File: config.mk
export PLATFORM = sky130hd
export DESIGN_NAME = spi_accel_responder_flat
export DESIGN_NICKNAME = d
export VERILOG_FILES = /design/src/rtl/spi_accel_responder_pkg.sv /design/src/rtl/spi_accel_responder_if.sv /design/src/rtl/spi_accel_responder_sync_edge.sv /design/src/rtl/spi_accel_responder.sv /design/src/flat_wrapper.sv
export SDC_FILE = /design/constraint.sdc
export NUM_CORES = 1
export LEC_CHECK = 0
export ABC_AREA = 1
export CORE_UTILIZATION = 52
export CTS_BUF_LIST = sky130_fd_sc_hd__clkbuf_2 sky130_fd_sc_hd__clkbuf_4 sky130_fd_sc_hd__clkbuf_8
export DETAILED_ROUTE_END_ITERATION = 8
export PLACE_DENSITY = 0.73
export SETUP_SLACK_MARGIN = 0.02
export SLEW_MARGIN = 30
export SYNTH_ARGS = -nofsm -noshare
export SYNTH_HDL_FRONTEND = slang
export SYNTH_SLANG_ARGS = --single-unit
File: constraint.sdc
create_clock -name i_clk -period 3.36 [get_ports i_clk]
set_input_delay 0.672 -clock i_clk [delete_from_list [all_inputs] [get_ports i_clk]]
set_output_delay 0.672 -clock i_clk [all_outputs]
set_load 0.1 [all_outputs]
File: src/rtl/spi_accel_responder_pkg.sv
// Shared constants, FSM state type and register-map helpers for the
// accelerometer SPI responder.
package spi_accel_pkg;

    localparam logic [5:0] ADDR_DEVID   = 6'h00;
    localparam logic [5:0] ADDR_BW_RATE = 6'h2C;
    localparam logic [5:0] ADDR_DATAX0  = 6'h32;
    localparam logic [5:0] ADDR_DATAX1  = 6'h33;
    localparam logic [5:0] ADDR_DATAY0  = 6'h34;
    localparam logic [5:0] ADDR_DATAY1  = 6'h35;
    localparam logic [5:0] ADDR_DATAZ0  = 6'h36;
    localparam logic [5:0] ADDR_DATAZ1  = 6'h37;

    localparam int CMD_RW = 7;
    localparam int CMD_MB = 6;

    typedef enum logic [1:0] {
        IDLE  = 2'd0,
        CMD   = 2'd1,
        WDATA = 2'd2,
        RDATA = 2'd3
    } state_e;

    // Device ID and the live axis samples are owned by the responder, not the master.
    function automatic logic is_writable(input logic [5:0] addr);
        return !((addr == ADDR_DEVID) || ((addr >= ADDR_DATAX0) && (addr <= ADDR_DATAZ1)));
    endfunction

endpackage

File: src/rtl/spi_accel_responder_if.sv
// SPI pin bundle between the accelerometer driver (master) and the responder.
interface spi_accel_responder_if;
    // No valid/ready here: cs_n frames a transfer, sdi is sampled on sclk rising
    // edges, sdo changes on sclk falling edges and is only meaningful while sdo_oe=1.
    logic cs_n;
    logic sclk;
    logic sdi;
    logic sdo;
    logic sdo_oe;

    modport slave  (input  cs_n, sclk, sdi, output sdo, sdo_oe);
    modport master (output cs_n, sclk, sdi, input  sdo, sdo_oe);
endinterface

File: src/rtl/spi_accel_responder_sync_edge.sv
// Multi-flop synchronizer for an asynchronous pin followed by a one-flop
// rise/fall detector on the synchronized level.
module spi_sync_edge #(
    parameter int   STAGES  = 2,
    parameter logic RST_VAL = 1'b1
) (
    input  logic i_clk,
    input  logic i_rst_n,
    input  logic i_async,
    output logic o_rise,
    output logic o_fall
);

    logic [STAGES-1:0] r_sync;
    logic              r_prev;
    logic              w_level;

    always_ff @(posedge i_clk) begin
        if (!i_rst_n) begin
            r_sync <= {STAGES{RST_VAL}};
            r_prev <= RST_VAL;
        end else begin
            r_sync <= {r_sync[STAGES-2:0], i_async};
            r_prev <= r_sync[STAGES-1];
        end
    end

    assign w_level = r_sync[STAGES-1];
    assign o_rise  = w_level & ~r_prev;
    assign o_fall  = ~w_level & r_prev;

endmodule

File: src/rtl/spi_accel_responder.sv
// SPI mode-3 responder emulating a 3-axis accelerometer: 64-byte register map,
// single/multi-byte reads and writes, axis samples loaded from a parallel port.
module spi_accel_responder
    import spi_accel_pkg::*;
#(
    parameter logic [7:0] DEVID_VAL   = 8'hE5,
    parameter logic [7:0] BW_RATE_RST = 8'h0A,
    parameter int         SYNC_STAGES = 2
) (
    input  logic                i_clk,
    input  logic                i_rst_n,
    spi_accel_responder_if.slave spi,
    input  logic signed [15:0]  i_sample_x,
    input  logic signed [15:0]  i_sample_y,
    input  logic signed [15:0]  i_sample_z,
    input  logic                i_sample_valid,
    output logic                o_wr_strobe,
    output logic [5:0]          o_wr_addr,
    output logic [7:0]          o_wr_data,
    output logic                o_frame_done,
    output state_e              o_dbg_state
);

    logic w_sclk_rise, w_sclk_fall, w_cs_rise, w_cs_fall, w_sdi;
    logic [SYNC_STAGES-1:0] r_sdi_sync;

    state_e     r_state, w_state_nxt;
    logic [2:0] r_bit_cnt;
    logic [7:0] r_shift;
    logic [5:0] r_addr;
    logic       r_mb;
    logic       r_sdo, r_sdo_oe;
    logic [7:0] r_regs [64];

    logic        r_pend_valid;
    logic [15:0] r_pend_x, r_pend_y, r_pend_z;

    logic [7:0]  w_shift_in, w_rd_data;
    logic [5:0]  w_addr_inc, w_rd_addr;
    logic        w_byte_done, w_load_rd, w_wr_byte;
    logic        w_apply_direct, w_apply;
    logic [15:0] w_new_x, w_new_y, w_new_z;

    spi_sync_edge #(.STAGES(SYNC_STAGES), .RST_VAL(1'b1)) u_sync_sclk (
        .i_clk(i_clk), .i_rst_n(i_rst_n), .i_async(spi.sclk),
        .o_rise(w_sclk_rise), .o_fall(w_sclk_fall)
    );

    spi_sync_edge #(.STAGES(SYNC_STAGES), .RST_VAL(1'b1)) u_sync_cs (
        .i_clk(i_clk), .i_rst_n(i_rst_n), .i_async(spi.cs_n),
        .o_rise(w_cs_rise), .o_fall(w_cs_fall)
    );

    // Same depth as the sclk chain so sdi lines up with the detected sclk edge.
    always_ff @(posedge i_clk) begin
        if (!i_rst_n) r_sdi_sync <= '0;
        else          r_sdi_sync <= {r_sdi_sync[SYNC_STAGES-2:0], spi.sdi};
    end
    assign w_sdi = r_sdi_sync[SYNC_STAGES-1];

    assign w_shift_in  = {r_shift[6:0], w_sdi};
    assign w_byte_done = w_sclk_rise && (r_bit_cnt == 3'd7);
    assign w_addr_inc  = r_mb ? (r_addr + 6'd1) : r_addr;
    assign w_rd_addr   = (r_state == CMD) ? w_shift_in[5:0] : w_addr_inc;
    assign w_rd_data   = (w_rd_addr == ADDR_DEVID) ? DEVID_VAL : r_regs[w_rd_addr];

    always_ff @(posedge i_clk) begin
        if (!i_rst_n) r_state <= IDLE;
        else          r_state <= w_state_nxt;
    end

    always_comb begin
        w_state_nxt = r_state;
        w_load_rd   = 1'b0;
        w_wr_byte   = 1'b0;
        if (w_cs_rise) begin
            w_state_nxt = IDLE;
        end else begin
            case (r_state)
                IDLE:  if (w_cs_fall) w_state_nxt = CMD;
                CMD:   if (w_byte_done) begin
                           w_state_nxt = w_shift_in[CMD_RW] ? RDATA : WDATA;
                           w_load_rd   = w_shift_in[CMD_RW];
                       end
                RDATA: w_load_rd = w_byte_done;
                WDATA: w_wr_byte = w_byte_done;
                default: w_state_nxt = IDLE;
            endcase
        end
    end

    always_ff @(posedge i_clk) begin
        if (!i_rst_n) begin
            r_bit_cnt    <= '0;
            r_shift      <= '0;
            r_addr       <= '0;
            r_mb         <= 1'b0;
            r_sdo        <= 1'b1;
            r_sdo_oe     <= 1'b0;
            o_wr_strobe  <= 1'b0;
            o_wr_addr    <= '0;
            o_wr_data    <= '0;
            o_frame_done <= 1'b0;
        end else begin
            o_wr_strobe  <= 1'b0;
            o_frame_done <= w_cs_rise;
            if (w_cs_rise || (r_state == IDLE)) begin
                r_bit_cnt <= '0;
                r_sdo     <= 1'b1;
                r_sdo_oe  <= 1'b0;
            end else begin
                if (w_sclk_rise) r_bit_cnt <= r_bit_cnt + 3'd1;
                case (r_state)
                    CMD: if (w_sclk_rise) begin
                        r_shift <= w_shift_in;
                        if (w_byte_done) begin
                            r_addr <= w_shift_in[5:0];
                            r_mb   <= w_shift_in[CMD_MB];
                        end
                        if (w_load_rd) begin
                            r_shift  <= w_rd_data;
                            r_sdo_oe <= 1'b1;
                        end
                    end
                    RDATA: begin
                        if (w_sclk_fall) begin
                            r_sdo   <= r_shift[7];
                            r_shift <= {r_shift[6:0], 1'b0};
                        end
                        if (w_load_rd) begin
                            r_addr  <= w_addr_inc;
                            r_shift <= w_rd_data;
                        end
                    end
                    WDATA: if (w_sclk_rise) begin
                        r_shift <= w_shift_in;
                        if (w_wr_byte) begin
                            o_wr_strobe <= 1'b1;
                            o_wr_addr   <= r_addr;
                            o_wr_data   <= w_shift_in;
                            r_addr      <= w_addr_inc;
                        end
                    end
                    default: ;
                endcase
            end
        end
    end

    // Samples arriving mid-frame are parked until cs_n rises so a burst read stays coherent.
    assign w_apply_direct = i_sample_valid && (w_cs_rise || ((r_state == IDLE) && !w_cs_fall));
    assign w_apply        = w_apply_direct || (w_cs_rise && r_pend_valid);
    assign w_new_x        = i_sample_valid ? i_sample_x : r_pend_x;
    assign w_new_y        = i_sample_valid ? i_sample_y : r_pend_y;
    assign w_new_z        = i_sample_valid ? i_sample_z : r_pend_z;

    always_ff @(posedge i_clk) begin
        if (!i_rst_n) begin
            for (int i = 0; i < 64; i++) r_regs[i] <= 8'h00;
            r_regs[ADDR_BW_RATE] <= BW_RATE_RST;
            r_pend_valid <= 1'b0;
            r_pend_x     <= '0;
            r_pend_y     <= '0;
            r_pend_z     <= '0;
        end else begin
            if (w_wr_byte && is_writable(r_addr)) r_regs[r_addr] <= w_shift_in;
            if (w_apply) begin
                r_regs[ADDR_DATAX0] <= w_new_x[7:0];
                r_regs[ADDR_DATAX1] <= w_new_x[15:8];
                r_regs[ADDR_DATAY0] <= w_new_y[7:0];
                r_regs[ADDR_DATAY1] <= w_new_y[15:8];
                r_regs[ADDR_DATAZ0] <= w_new_z[7:0];
                r_regs[ADDR_DATAZ1] <= w_new_z[15:8];
            end
            if (w_cs_rise) begin
                r_pend_valid <= 1'b0;
            end else if (i_sample_valid && !w_apply_direct) begin
                r_pend_valid <= 1'b1;
                r_pend_x     <= i_sample_x;
                r_pend_y     <= i_sample_y;
                r_pend_z     <= i_sample_z;
            end
        end
    end

    assign spi.sdo     = r_sdo;
    assign spi.sdo_oe  = r_sdo_oe;
    assign o_dbg_state = r_state;

endmodule
File: src/flat_wrapper.sv
// flat-port wrapper written by rule: the top's interface ports become plain ports
module spi_accel_responder_flat import spi_accel_pkg::*;
#(
    parameter logic [7:0] DEVID_VAL   = 8'hE5,
    parameter logic [7:0] BW_RATE_RST = 8'h0A,
    parameter int         SYNC_STAGES = 2
)
  (i_clk, i_rst_n, i_sample_x, i_sample_y, i_sample_z, i_sample_valid, o_wr_strobe, o_wr_addr, o_wr_data, o_frame_done, o_dbg_state, spi_cs_n, spi_sclk, spi_sdi, spi_sdo, spi_sdo_oe);
  spi_accel_responder_if spi_i ();
  input  logic i_clk;
  input  logic i_rst_n;
  input  logic signed [15:0] i_sample_x;
  input  logic signed [15:0] i_sample_y;
  input  logic signed [15:0] i_sample_z;
  input  logic i_sample_valid;
  output logic o_wr_strobe;
  output logic [5:0] o_wr_addr;
  output logic [7:0] o_wr_data;
  output logic o_frame_done;
  output state_e o_dbg_state;
  input wire logic [$bits(spi_i.cs_n)-1:0] spi_cs_n;
  input wire logic [$bits(spi_i.sclk)-1:0] spi_sclk;
  input wire logic [$bits(spi_i.sdi)-1:0] spi_sdi;
  output wire logic [$bits(spi_i.sdo)-1:0] spi_sdo;
  output wire logic [$bits(spi_i.sdo_oe)-1:0] spi_sdo_oe;
  assign spi_i.cs_n = spi_cs_n;
  assign spi_i.sclk = spi_sclk;
  assign spi_i.sdi = spi_sdi;
  assign spi_sdo = spi_i.sdo;
  assign spi_sdo_oe = spi_i.sdo_oe;
  spi_accel_responder #(.DEVID_VAL(DEVID_VAL), .BW_RATE_RST(BW_RATE_RST), .SYNC_STAGES(SYNC_STAGES)) u_core (.i_clk(i_clk), .i_rst_n(i_rst_n), .spi(spi_i), .i_sample_x(i_sample_x), .i_sample_y(i_sample_y), .i_sample_z(i_sample_z), .i_sample_valid(i_sample_valid), .o_wr_strobe(o_wr_strobe), .o_wr_addr(o_wr_addr), .o_wr_data(o_wr_data), .o_frame_done(o_frame_done), .o_dbg_state(o_dbg_state));
endmodule
==> run summary, run 1 <==
CTS resizes - 0
Comb power frac - 0.062
via count - 22800
XOR/XNOR Fraction of Synth Area - 0.000617
Worst-Margin Slew - 1010 ps
DR DRC count - 0
RR Endpoint - u_core.r_shift[0]$_SDFFE_PN0P_
number of DRC markers in iteration 0 - 2831
adder-cell area share of the yosys netlist - 0.00265
Fmax - 314 MHz
fin cells - 3951
Crit. End Element - flip-flop
fillers - 4504
DR pass1 iterations - 6
Boundary Pins - 74
GRT overflow - 0
global route hottest layer - met2
TritonCTS Sinks - 607
Power Total - 16.4 mW
Worst Reg-to-Reg Cells - 17
status - finished clean
Pint - 12.6 mW
Port Buffers - 73
HPWL reported at the end of detailed placement - 48000 um
Initial Util - 0.527
total power per unit cell area - 514 nW/um^2
critical path data arrival time - 3830 ps
Hold Crit Class - primary input to flip-flop
unrepaired setup endpoints after global routing - false
Worst slew margin - 0.323
CTS H-tree depth - 3
GRT Util Overall - 0.282
reg-to-reg setup timing slack - 170 ps
vias in the first global route - 21900
CTS Hold Bufs - 0
met2 usage - 0.441
Max VDD drop - 0.346 mV
WL/cell - 19.9 um
Num CTS Buffers - 98
clock period minus final worst setup slack - 3190 ps
vias per cell - 5.78
hold depth - 3
Switching Fraction - 0.234
antenna violations before repair - 1
Lkg Pwr - 11.7 nW
final WL - 78600 um
max-slew violation count - 0
buffer count from post-CTS setup fixing - 0
Crit Reg-Reg Startpoint - u_core.r_addr[0]$_SDFFE_PN0P_
Compound-Gate Fraction of Synth Area - 0.0703
first-pass GRT wire length - 121000 um
Post-Place Cells - 3768
HP Start - i_rst_n
crit path max fanout - 41
CP Launch Type - flip-flop
layout cells sized above 1 - 0.108
post-synth cell types - 37
Die X - 236 um
largest family of logic cells by synthesized area - simple AND/OR/NAND/NOR gates
Tcrit/Tclk final - 0.948
area delta synth->final - 12.8%
largest net degree at the start of global routing - 114
Setup TNS - 0 ps
row count - 85
Hold Violations, Final - 0
Simple-Gate Fraction of Synth Area - 0.252
synth warn - 0
Worst-Skew Late Latency - 720 ps
crit path kind - flip-flop to flip-flop
CTS tree - yes
syn avg cell area - 9.05 um^2
die area - 55500 um^2
RD Place Congestion - 0.912
Hold Slack - 239 ps
met3 Resource Use GR - 0.0556
Switching Power - 3.85 mW
Worst Hold Path EP - u_core.o_wr_strobe$_SDFF_PP0_
Flop pwr share - 0.525
final antenna-violating net count - 0
core area - 53800 um^2
Worst-path clk slew - 70 ps
CTS max path bufs - 3
final net count - 3232
clk_skew - 40.8 ps
Worst Path Required - 4010 ps
clock network power share - 0.412
FF+latch count, synth - 607
Syn Nets - 3194
root buffer cell - clkbuf_8
chip height - 236 um
synthesized cell area - 28400 um^2
mux contribution to synthesized area - 0
Post-Syn Instances - 3134
Max Cap Violations - 0
Setup violations, final - 0
Seq/Total Area, Yosys - 0.609
grt met1 use - 0.382
## power groups by stage
stage	registers (mW)	logic [mW]	clock network (mW)
after floorplan	8.75	0.647	0
after global placement	8.78	0.980	0
after detailed placement	8.79	1.00	0
after CTS	8.64	1.01	6.81
after global routing	8.67	1.12	7.13
final	8.64	1.03	6.78
## metrics by stage
| stage | utilization | cell area [um^2] | worst slack (ps) |
|---|---|---|---|
| 4_1_cts | 0.595 | 32000 | 283 |
| 3_5_place_dp | 0.556 | 29900 | 293 |
| 5_1_grt | 0.595 | 32000 | 35.3 |
| 3_3_place_gp | 0.556 | 29900 | 362 |
| 6_report | 0.595 | 32000 | 173 |
| 2_1_floorplan | - | 28400 | 407 |
## synthesized netlist by cell type (all sizes together)
cell,number,area [um^2]
a2111oi,1,8.76
a211oi,70,526
a21o,1,7.51
a21oi,42,210
a221oi,1,8.76
a31oi,1,6.26
buf,68,350
clkbuf,142,533
clkinv,4,15.0
dfxtp,95,1900
edfxtp,512,15400
ha,6,75.1
inv,253,950
nand2,742,2890
nand3,351,1760
nand4,3,18.8
nor2,622,2360
nor3,11,82.6
nor4,1,21.3
o211ai,70,526
o21a,1,7.51
o21ai,94,474
o22ai,34,213
o31ai,1,7.51
or2,6,37.5
xnor2,1,8.76
xor2,1,8.76
## cell type report
class	instances	area (um^2)	area share
clock inverters	34	298	0.00930
multi-input cells	2060	9320	0.291
inverters	257	965	0.0301
repair buffers	148	1480	0.0463
well taps	696	871	0.0272
clock buffers	148	1790	0.0560
flip-flops and latches	607	17300	0.540
diodes	1	2.50	0.0000782
## metal layers
| layer | wire length [um] | vias up |
|---|---|---|
| met1 | 31000 | 10800 |
| met5 | 0 | - |
| li1 | - | 10500 |
| met3 | 8720 | 222 |
| met2 | 35900 | 1306 |
| met4 | 2980 | 0 |
## worst max-delay path: stages, from the launching register on
cell and delay [ps]:
dfxtp_1 500, inv_2 160, ha_1 320, nand2_1 50, nand2_1 170, nand2_1 120
o21ai_4 310, buf_12 290, nand2_1 80, o211ai_1 230, nand3_1 190, nand2_1 130
inv_1 50, nand2_1 60, nand2_1 90, nand3_1 150, nand2_1 70, a21oi_1 120
## registers in the layout (all words and copies together), names as in the netlist, 2 cells and up
signal and count:
u_core.r_pend_x 16, u_core.o_wr_data 8, u_core.u_sync_cs.r_sync 2, u_core.u_sync_sclk.r_sync 2
u_core.r_pend_z 16, u_core.o_dbg_state 2, u_core.r_sdi_sync 2, u_core.r_regs 512
u_core.r_pend_y 16, u_core.r_shift 8, u_core.o_wr_addr 6, u_core.r_bit_cnt 3
u_core.r_addr 6
## worst max-delay path by stage
stage	startpoint	slack, ps	cells after the start	end
floorplan	u_core.o_dbg_state[1]$_SDFFE_PP0P_	410	10	u_core.r_regs[45][0]$_SDFFCE_PN0P_
finish	u_core.r_addr[0]$_SDFFE_PN0P_	170	17	u_core.r_shift[0]$_SDFFE_PN0P_
global placement	u_core.r_bit_cnt[0]$_SDFFE_PP0P_	360	12	u_core.r_regs[25][0]$_SDFFCE_PN0P_
CTS	u_core.r_addr[0]$_SDFFE_PN0P_	280	17	u_core.r_shift[0]$_SDFFE_PN0P_
global route	u_core.r_bit_cnt[0]$_SDFFE_PP0P_	40	12	u_core.r_regs[31][1]$_SDFFCE_PN0P_
detailed placement	u_core.r_addr[0]$_SDFFE_PN0P_	290	17	u_core.r_shift[0]$_SDFFE_PN0P_
## cells in the final DEF, fill, tap and decap left out, types with 6 or more instances in the layout
master,synthesis,routed
inv_1,244,240
buf_12,0,18
nand3_1,351,351
or2_2,6,6
edfxtp_1,512,512
nor3_1,8,6
clkbuf_4,0,39
inv_2,9,15
clkdlybuf4s50_1,0,53
clkinv_2,0,16
ha_1,6,6
o211ai_1,70,70
dfxtp_1,95,95
a211oi_1,70,70
buf_4,5,72
a21oi_1,42,42
clkinv_1,4,9
nand2_1,702,699
o22ai_1,34,34
clkbuf_8,0,109
o21ai_0,86,86
nor2_1,616,616
nand2_2,40,41
## cells by family after synthesis
logic type	count (synthesis)
flops	607
buf+inv	467
simple gates	1736
xor+xnor	2
fa+ha+maj	6
compound gates	316
Note: power is estimated with default switching activity, not from simulation.
==> run 2: changes to the inputs <==
--- a/config.mk
+++ b/config.mk
@@ -6,10 +6,10 @@
 export NUM_CORES = 1
 export LEC_CHECK = 0
 export ABC_AREA = 1
-export CORE_UTILIZATION = 52
+export CORE_UTILIZATION = 58
 export CTS_BUF_LIST = sky130_fd_sc_hd__clkbuf_2 sky130_fd_sc_hd__clkbuf_4 sky130_fd_sc_hd__clkbuf_8
 export DETAILED_ROUTE_END_ITERATION = 8
-export PLACE_DENSITY = 0.73
+export PLACE_DENSITY = 0.8
 export SETUP_SLACK_MARGIN = 0.02
 export SLEW_MARGIN = 30
 export SYNTH_ARGS = -nofsm -noshare
==> run 2 against run 1 <==
Power is 0.11% lower. Combinational power hardly changed. First-iteration DRC count is 5.4% higher. Utilization is 7.1 points higher. Sequential cell count stayed put. Global-route usage is 3.3 points higher. Worst hold slack better by 170 ps. Cell count is 2.1% lower. Clock-buffer cell count is 5 lower. Final area is 0.11% lower. Sequential power hardly changed. Via count is 0.59% higher. Critical path type unchanged. Critical endpoint is now u_core.r_shift[7]$_SDFFE_PN0P_. Largest cell class unchanged. Largest power group unchanged.
==> run summary, run 2 (synthesized netlist as in run 1, its figures left out) <==
area delta synth->final - 12.7%
CP Launch Type - flip-flop
Top reg by flops - u_core.r_regs
Worst path max stage delay - 520 ps (+20 ps)
Boundary Pins - 74 (unchanged)
crit path cell chain - inv_2, ha_1, nand2_1, nand2_1, nand2_1, o21ai_4, buf_12, nand2_1, o211ai_1, nand3_1, nand3_1, nand3_1, nand3_1, nand2_1, a21oi_1
final WL - 78100 um (-0.73%)
Area after DPL - 29800 um^2 (-0.20%)
Max Cap Violations - 0 (unchanged)
final core area utilization - 0.665 (+0.0707)
vias per cell - 5.94 (+2.7%)
Worst-path clk slew - 70 ps (about the same)
crit path max fanout - 58 (+41%)
# diodes - 0 (-1)
buffer count from post-CTS setup fixing - 0 (unchanged)
root buffer cell - clkbuf_8
Tcrit/Tclk final - 0.947 (-0.00180)
chip height - 223 um (-5.3%)
post-route design area - 32000 um^2 (-0.11%)
DR DRC count - 0 (unchanged)
row count - 80 (-5.9%)
clock network power share - 0.412 (about the same)
Port Buffers - 73 (unchanged)
HP Start - i_rst_n
CP max stage cell - dfxtp_1
Flop pwr share - 0.526 (about the same)
largest net degree at the start of global routing - 97 (-15%)
Lkg Pwr - 11.7 nW (+0.17%)
via count - 23000 (+0.59%)
CTS resizes - 0 (unchanged)
number of DRC markers in iteration 0 - 2984 (+5.4%)
max reg flops - 512 (unchanged)
CTS tree - yes
Worst Reg-to-Reg Cells - 15 (-2)
vias in the first global route - 22000 (+0.35%)
HPWL reported at the end of detailed placement - 48000 um (+0.10%)
crit path kind - flip-flop to flip-flop
Hold Violations, Final - 0 (unchanged)
CTS H-tree depth - 3 (unchanged)
highest-count cells in the layout ignoring fill and taps - nand2_1, nor2_1, edfxtp_1, nand3_1, inv_1
Fmax - 314 MHz (+0.19%)
first-pass GRT wire length - 121000 um (-0.30%)
WL/cell - 20.2 um (+1.4%)
GRT Util Overall - 0.315 (+0.0328)
TritonCTS Sinks - 607 (unchanged)
status - finished clean
Max VDD drop - 0.441 mV (+27%)
Worst-Skew Late Latency - 710 ps (about the same)
worst setup margin - 179 ps (+6.06 ps)
Worst Path Required - 3970 ps (-40 ps)
antenna violations before repair - 0 (-1)
RR Endpoint - u_core.r_shift[7]$_SDFFE_PN0P_
DP Worst Slack - 269 ps (-24.5 ps)
Setup TNS - 0 ps (unchanged)
Power Total - 16.4 mW (-0.11%)
Switching Fraction - 0.226 (-0.00782)
Setup violations, final - 0 (unchanged)
DR pass1 iterations - 8 (+2)
critical path data arrival time - 3790 ps (-40 ps)
final antenna-violating net count - 0 (unchanged)
clock period minus final worst setup slack - 3180 ps (-6.06 ps)
Worst Hold Path EP - u_core.o_wr_strobe$_SDFF_PP0_
hold depth - 4 (+1)
Worst slew margin - 0.302 (-0.0216)
Hold Crit Class - primary input to flip-flop
Crit Reg-Reg Startpoint - u_core.r_addr[0]$_SDFFE_PN0P_
Switching Power - 3.72 mW (-3.4%)
commonest non-fill, non-tap cell in the layout - nand2_1
max-slew violation count - 0 (unchanged)
RD Place Congestion - 0.976 (+7.0%)
unrepaired setup endpoints after global routing - false
layout cells sized above 1 - 0.105 (-0.00273)
Die X - 223 um (-5.3%)
final net count - 3237 (+0.15%)
total power per unit cell area - 514 nW/um^2 (about the same)
Initial Util - 0.591 (+0.0633)
clk_skew - 34.5 ps (-6.26 ps)
reg-to-reg setup timing slack - 180 ps (about the same)
die area - 49800 um^2 (-10%)
Pint - 12.7 mW (+0.91%)
Num CTS Buffers - 95 (-3.1%)
Critical Path Source - u_core.r_addr[0]$_SDFFE_PN0P_
Worst-Margin Slew - 1050 ps (+32.3 ps)
CTS max path bufs - 3 (unchanged)
core area - 48000 um^2 (-11%)
GRT overflow - 0 (unchanged)
Comb power frac - 0.062 (about the same)
most frequent CP cell - nand2_1
Crit. End Element - flip-flop
CTS Hold Bufs - 0 (unchanged)
## run 2: changes by cell type in the layout (fill, tap and decap cells not counted), moves of 2 or more
cell       previous run  this run
clkinv_1              9        16
clkinv_2             16         6
clkbuf_4             39        35
buf_16                0         2
inv_8                 3         1
buf_4                72        79
bufinv_16             4         7
## run 2: area by class of cell
cell class | count | area (um^2)
clock inverters | 30 | 319
repair buffers | 156 | 1580
well taps | 615 | 769
clock buffers | 143 | 1750
fillers | 3675 | 16100
multi-input cells | 2060 | 9320
inverters | 257 | 965
flip-flops and latches | 607 | 17300
## run 2: worst max-delay path by stage
stage          slack, ps                                  to
6_report             180      u_core.r_shift[7]$_SDFFE_PN0P_
3_5_place_dp         270      u_core.r_shift[7]$_SDFFE_PN0P_
2_1_floorplan        410  u_core.r_regs[45][0]$_SDFFCE_PN0P_
3_3_place_gp         330      u_core.r_shift[2]$_SDFFE_PN0P_
4_1_cts              280      u_core.r_shift[7]$_SDFFE_PN0P_
5_1_grt               80      u_core.r_shift[0]$_SDFFE_PN0P_
## run 2: power groups by stage
stage	combinational [mW]	clock, mW	sequential, mW
after floorplan	0.647	0	8.75
after global placement	0.965	0	8.78
after detailed placement	0.992	0	8.80
after CTS	0.999	6.79	8.64
after global routing	1.12	7.11	8.67
final	1.02	6.76	8.64
## run 2: per-layer routing
| metal | up-vias | wire, um | share of wire | GRT usage |
|---|---|---|---|---|
| li1 | 10600 | - | - | - |
| met1 | 10800 | 29600 | 0.38 | 0.424 |
| met2 | 1431 | 36500 | 0.47 | 0.501 |
| met3 | 211 | 9370 | 0.12 | 0.0651 |
| met4 | 0 | 2650 | 0.034 | 0.131 |
| met5 | - | 0 | 0 | 0 |
## run 2: through the flow
stage	hold WS (ps)	cells
floorplan	390	3134
global placement	395	3693
CTS	381	3866
finish	413	3868
global route	431	3868
detailed placement	402	3693
## run 2: critical path, delay by kind of cell, from the launching register on
family | cells | cell delay, ps
adders and majority gates | 1 | 320
buffers and inverters | 2 | 500
AOI/OAI and AO/OA | 3 | 690
and+or+nand+nor | 9 | 1010
DFF | 1 | 520
